**src/rtl/pipeline_ctrl.sv**
```systemverilog
// Stall/flush sequencer for the 5-stage pipeline: merges stall requests, sequences
// exception/eret flushes with a PC redirect, and runs a sticky stall watchdog.
module pipeline_ctrl #(
    parameter int unsigned FLUSH_CYCLES  = 1,
    parameter logic [31:0] EXC_VECTOR    = 32'h0000_0020,
    parameter int unsigned STALL_TIMEOUT = 1023
) (
    input  logic        clk,
    input  logic        rst,
    input  logic        stallreq_id,
    input  logic        stallreq_ex,
    input  logic        stallreq_mem,
    input  logic        excp_valid,
    input  logic        excp_is_eret,
    input  logic [31:0] epc_i,
    output logic [5:0]  stall,
    output logic        flush,
    output logic [31:0] new_pc,
    output logic        busy,
    output logic        stall_timeout
);

    typedef enum logic [1:0] {ST_RUN, ST_PEND, ST_FLUSH} state_t;

    localparam logic [3:0] FLUSH_LOAD = 4'(FLUSH_CYCLES);
    localparam logic [9:0] WD_LIMIT   = 10'(STALL_TIMEOUT);

    state_t      state_q, state_d;
    logic [3:0]  fcnt_q, fcnt_d;
    logic [31:0] new_pc_q, new_pc_d;
    logic [9:0]  wd_cnt_q, wd_cnt_d;
    logic        timeout_q, timeout_d;
    logic [5:0]  stall_req;

    // Highest requesting stage wins; it also holds everything upstream of it.
    always_comb begin
        stall_req = 6'b000000;
        if (stallreq_mem)
            stall_req = 6'b011111;
        else if (stallreq_ex)
            stall_req = 6'b001111;
        else if (stallreq_id)
            stall_req = 6'b000111;
    end

    always_ff @(posedge clk or negedge rst) begin
        if (!rst)
            state_q <= ST_RUN;
        else
            state_q <= state_d;
    end

    always_comb begin
        state_d  = state_q;
        fcnt_d   = fcnt_q;
        new_pc_d = new_pc_q;
        case (state_q)
            ST_RUN: begin
                if (excp_valid) begin
                    new_pc_d = excp_is_eret ? epc_i : EXC_VECTOR;
                    // A memory transaction in flight must finish before flushing.
                    if (stallreq_mem) begin
                        state_d = ST_PEND;
                    end else begin
                        state_d = ST_FLUSH;
                        fcnt_d  = FLUSH_LOAD;
                    end
                end
            end
            ST_PEND: begin
                if (!stallreq_mem) begin
                    state_d = ST_FLUSH;
                    fcnt_d  = FLUSH_LOAD;
                end
            end
            ST_FLUSH: begin
                fcnt_d = fcnt_q - 4'd1;
                if (fcnt_q <= 4'd1)
                    state_d = ST_RUN;
            end
            default: state_d = ST_RUN;
        endcase
    end

    always_comb begin
        stall = 6'b000000;
        flush = 1'b0;
        busy  = 1'b0;
        case (state_q)
            ST_RUN:   stall = stall_req;
            ST_PEND: begin
                stall = stall_req;
                busy  = 1'b1;
            end
            ST_FLUSH: begin
                flush = 1'b1;
                busy  = 1'b1;
            end
            default: ;
        endcase
        if (!rst)
            stall = 6'b000000;
    end

    // Watchdog saturates at the limit so it can never wrap back under it.
    always_comb begin
        wd_cnt_d  = wd_cnt_q;
        timeout_d = timeout_q;
        if (stall == 6'b000000)
            wd_cnt_d = 10'd0;
        else if (wd_cnt_q < WD_LIMIT)
            wd_cnt_d = wd_cnt_q + 10'd1;
        if (wd_cnt_d >= WD_LIMIT)
            timeout_d = 1'b1;
    end

    always_ff @(posedge clk or negedge rst) begin
        if (!rst) begin
            fcnt_q    <= 4'd0;
            new_pc_q  <= 32'h0;
            wd_cnt_q  <= 10'd0;
            timeout_q <= 1'b0;
        end else begin
            fcnt_q    <= fcnt_d;
            new_pc_q  <= new_pc_d;
            wd_cnt_q  <= wd_cnt_d;
            timeout_q <= timeout_d;
        end
    end

    assign new_pc        = new_pc_q;
    assign stall_timeout = timeout_q;

endmodule

```
**config.mk**
```make
export PLATFORM = sky130hd
export DESIGN_NAME = pipeline_ctrl
export DESIGN_NICKNAME = d
export VERILOG_FILES = /design/src/rtl/pipeline_ctrl.sv
export SDC_FILE = /design/constraint.sdc
export NUM_CORES = 1
export LEC_CHECK = 0
export CORE_UTILIZATION = 50
export DETAILED_ROUTE_END_ITERATION = 8
export DONT_BUFFER_PORTS = 1
export PLACE_DENSITY = 0.75
export SYNTH_ARGS = -nofsm -noshare
export SYNTH_HDL_FRONTEND = slang
export SYNTH_SLANG_ARGS = --single-unit
```
**constraint.sdc**
```tcl
create_clock -name clk -period 3.2 [get_ports clk]
set_input_delay 0.64 -clock clk [delete_from_list [all_inputs] [get_ports clk]]
set_output_delay 0.64 -clock clk [all_outputs]
set_load 0.01 [all_outputs]
```
==> impl_metrics.prom <==
# TYPE chip_impl_metric gauge
chip_impl_metric{name="fin_crit",unit="ns"} 2.54
chip_impl_info{name="violated_checks",value="DRC"} 1
chip_impl_metric{name="required",unit="ns"} 2.56
chip_impl_metric{name="power.clock.fraction",unit="%"} 18.5
chip_impl_metric{name="wire_per_inst",unit="um"} 14.1
chip_impl_metric{name="final-setup-viol-count",unit=""} 0
chip_impl_metric{name="hold_violations",unit=""} 0
chip_impl_metric{name="die_x",unit="um"} 70.5
chip_impl_metric{name="final_layout_size_suffix_gt1_share",unit="%"} 6.37
chip_impl_metric{name="timing.max_cap.violations",unit=""} 0
chip_impl_metric{name="pwr_density_cell",unit="nW/um2"} 799
chip_impl_metric{name="final_min_period_over_clock_period",unit="%"} 79.3
chip_impl_metric{name="total_switching_power",unit="mW"} 0.768
chip_impl_metric{name="die_height",unit="um"} 70.5
chip_impl_metric{name="setup_total_negative_slack",unit="ns"} 0
chip_impl_metric{name="synth_mux_area_share",unit="%"} 1.28
chip_impl_metric{name="power.sequential.fraction",unit="%"} 58.1
chip_impl_info{name="critPathKind",value="reg2out"} 1
chip_impl_metric{name="tightestPinTransition",unit="ns"} 0.908
chip_impl_metric{name="fraction_of_synthesized_cell_area_in_xor_and_xnor_cells",unit="%"} 1.49
chip_impl_metric{name="areaGrowthSynthToFinish",unit="%"} 3.41
chip_impl_metric{name="simple_gate_share_of_the_synthesized_area",unit="%"} 22.7
chip_impl_metric{name="non_filler_cells_in_the_finished_layout",unit=""} 303
chip_impl_metric{name="fillerInstances",unit=""} 416
chip_impl_metric{name="num-nets-final",unit=""} 295
chip_impl_metric{name="dpl.cell_count",unit=""} 295
chip_impl_metric{name="skew",unit="ns"} 0.0110
chip_impl_metric{name="syn-num-nets",unit=""} 303
chip_impl_metric{name="antennaDiodeCount",unit=""} 0
chip_impl_metric{name="yosys_warnings",unit=""} 0
chip_impl_metric{name="synth.cell_area",unit="um2"} 2350
chip_impl_metric{name="gr-usage-all-layers",unit="%"} 18.4
chip_impl_metric{name="cts-hold-fix-buffers",unit=""} 0
chip_impl_info{name="status",value="finished with violations"} 1
chip_impl_metric{name="sequential_cell_area",unit="um2"} 1230
chip_impl_metric{name="arrival",unit="ns"} 1.90
chip_impl_metric{name="ant_nets",unit=""} 0
chip_impl_metric{name="detailroute.via_count",unit=""} 1669
chip_impl_metric{name="max_freq",unit="GHz"} 0.394
chip_impl_info{name="hold_path_class",value="in2async"} 1
chip_impl_metric{name="first_iter_violations",unit=""} 111
chip_impl_info{name="setup.worst_path.start_class",value="flip-flop"} 1
chip_impl_metric{name="largest_vdd_supply_drop",unit="mV"} 0.351
chip_impl_metric{name="unique_cell_type_count_in_the_yosys_netlist",unit=""} 42
chip_impl_metric{name="clock_latency_reported_for_the_late_side_of_the_worst_skew_pair",unit="ns"} 0.30
chip_impl_metric{name="globalplace.congestion",unit=""} 0.813
chip_impl_metric{name="swShare",unit="%"} 39.6
chip_impl_metric{name="detailed_place_hpwl",unit="mm"} 3.01
chip_impl_metric{name="final-max-slew-violation-count",unit=""} 0
chip_impl_metric{name="synth-seq-cells",unit=""} 49
chip_impl_info{name="end_kind",value="output pin"} 1
chip_impl_metric{name="yosysSeqAreaShare",unit="%"} 52.3
chip_impl_metric{name="pre_antenna_drt_iters",unit=""} 6
chip_impl_metric{name="gr-total-overflow",unit=""} 0
chip_impl_metric{name="num_rows",unit=""} 24
chip_impl_metric{name="core_region_area",unit="um2"} 4440
chip_impl_metric{name="grt_first_pass_wirelength",unit="mm"} 7.16
chip_impl_metric{name="synth_compound_area_share",unit="%"} 14.5
chip_impl_metric{name="finalWirelength",unit="mm"} 4.28
chip_impl_metric{name="antenna_found_initial",unit=""} 0
chip_impl_metric{name="internal_power",unit="mW"} 1.17
chip_impl_metric{name="floorplan.initialDensity",unit="%"} 52.8
chip_impl_metric{name="cts_num_sinks",unit=""} 49
chip_impl_metric{name="asyncSetResetFlopFracSynth",unit="%"} 100
chip_impl_metric{name="clk_pin_slew",unit="ns"} 0.10
chip_impl_info{name="main_combinational_cell_family_by_area_after_synthesis",value="simple AND/OR/NAND/NOR gates"} 1
chip_impl_info{name="cts_tree",value="built"} 1
chip_impl_metric{name="netlist_instances",unit=""} 258
chip_impl_metric{name="cts_max_level",unit=""} 2
chip_impl_metric{name="power_frac_comb",unit="%"} 23.4
chip_impl_metric{name="cts_buffer_depth",unit=""} 2
chip_impl_metric{name="post_synth_edffs",unit=""} 0
chip_impl_metric{name="post_synth_fa_ha_maj_area_fraction",unit="%"} 3.20
chip_impl_info{name="yosys_most_used_dff",value="sky130_fd_sc_hd__dfrtp_1"} 1
chip_impl_info{name="setup_repair_after_global_routing_missed_its_margin",value="no"} 1
chip_impl_metric{name="relative_max_transition_margin",unit="%"} 39.2
chip_impl_metric{name="whs",unit="ns"} 0.0284
chip_impl_metric{name="cts_inserted_buffers",unit=""} 5
chip_impl_metric{name="grt_pass1_vias",unit=""} 1668
chip_impl_metric{name="boundaryPins",unit=""} 80
chip_impl_metric{name="postCtsResizedCells",unit=""} 0
chip_impl_metric{name="grt_max_degree",unit=""} 65
chip_impl_metric{name="area_of_combinational_cells_with_multiple_inputs",unit="um2"} 1020
chip_impl_metric{name="dieArea",unit="um2"} 4970
chip_impl_info{name="cts_root_buffer",value="sky130_fd_sc_hd__clkbuf_8"} 1
chip_impl_metric{name="critPathMaxFanout",unit=""} 11
chip_impl_metric{name="postCtsSetupBuffers",unit=""} 0
chip_impl_metric{name="leakage",unit="nW"} 1.10
chip_impl_metric{name="postSynthAreaPerCell",unit="um2"} 9.09
chip_impl_metric{name="drc",unit=""} 5
chip_impl_metric{name="port_buffers",unit=""} 0
chip_impl_metric{name="post_drt_via_cell_ratio",unit=""} 5.51
chip_impl_metric{name="setup.reg_to_reg.worst_slack",unit="ns"} 1.00
## final timing paths
path | startpoint | end | cells past startpoint
min in group clk | stallreq_mem | state_q[1] | 1
worst max-delay path | state_q[0] | stall[0] | 5
worst max register to register | state_q[0] | stall_timeout | 8
max in group asynchronous | rst | new_pc[12] | 0
worst min-delay path | rst | new_pc[13] | 0
worst min register to register | fcnt_q[3] | fcnt_q[3] | 1
## state kept, by name, summed over array words and instances (netlist names)
| signal | flops |
|---|---|
| wd_cnt_q | 10 |
| state_q | 2 |
| stall_timeout | 1 |
| new_pc | 32 |
| fcnt_q | 4 |
## synthesized netlist by cell type (all sizes together), types with 2 or more instances
library cell  instances  share of area, %
a211oi                3               1.2
a31oi                 3               1.4
and2                  2              0.53
and3                  2              0.59
and4                  3               1.3
buf                   5               1.7
clkbuf               10               1.7
dfrtp                49                52
ha                    6               3.2
inv                   7               1.1
mux2i                 3               1.3
nand2                72                12
nand2b                4               1.1
nand3                 4              0.85
nand4                 2               1.2
nor2                 16               2.6
nor2b                 2              0.53
nor3                  5               1.3
o21ai                43               9.2
o31ai                 2              0.64
xnor2                 4               1.5
## worst max-delay path, cell delays in order (launching register included)
cell and delay, ns:
sky130_fd_sc_hd__dfrtp_1 0.42, sky130_fd_sc_hd__inv_1 0.08, sky130_fd_sc_hd__ha_1 0.27, sky130_fd_sc_hd__o21a_1 0.20
sky130_fd_sc_hd__nand2b_1 0.36, sky130_fd_sc_hd__inv_1 0.29
## through the flow
stage               area [um2]  total power, mW  utilization [%]  worst slack (ns)
global route              2430             2.10             54.6             0.526
CTS                       2430             1.97             54.6             0.629
global placement          2340             1.58             52.6              1.03
floorplan                 2350             1.50                -              1.15
finish                    2430             1.94             54.6             0.661
detailed placement        2340             1.61             52.6             0.961
## per-layer routing
metal,global-route usage [%],part of all wire (%)
met1,22.3,43
met2,30.0,50
met3,5.05,5.6
met4,9.75,1.6
met5,0,0
## cells by family after synthesis
group,after synthesis
muxes,3
adders and majority gates,6
other,1
AOI/OAI and AO/OA,57
DFF,49
xor gates and xnor gates,4
buffers and inverters,22
and+or+nand+nor,116
## area by class of cell
class	count	share of cell area [%]
clock buffers	5	2.84
multi-input cells	187	42.0
clock inverters	3	0.877
inverters	7	1.08
well taps	52	2.68
flip-flops and latches	49	50.5
## power by group through the flow
stage	Sequential [mW]	Combinational (mW)	Clock [mW]
global route	1.16	0.541	0.395
CTS	1.13	0.465	0.376
detailed placement	1.14	0.469	0
global placement	1.14	0.441	0
floorplan	1.09	0.411	0
finish	1.13	0.454	0.359
## cell usage in the layout, fill, tap and decap left out, types with 3 or more instances in the layout
cell                        n
sky130_fd_sc_hd__nand2_1   71
sky130_fd_sc_hd__dfrtp_1   49
sky130_fd_sc_hd__o21ai_0   43
sky130_fd_sc_hd__nor2_1    16
sky130_fd_sc_hd__inv_1      7
sky130_fd_sc_hd__ha_1       6
sky130_fd_sc_hd__clkbuf_8   5
sky130_fd_sc_hd__nor3_1     4
sky130_fd_sc_hd__nand2b_1   4
sky130_fd_sc_hd__nand3_1    4
sky130_fd_sc_hd__xnor2_1    4
sky130_fd_sc_hd__mux2i_1    3
No activity file was read; power rests on OpenSTA's default activity.
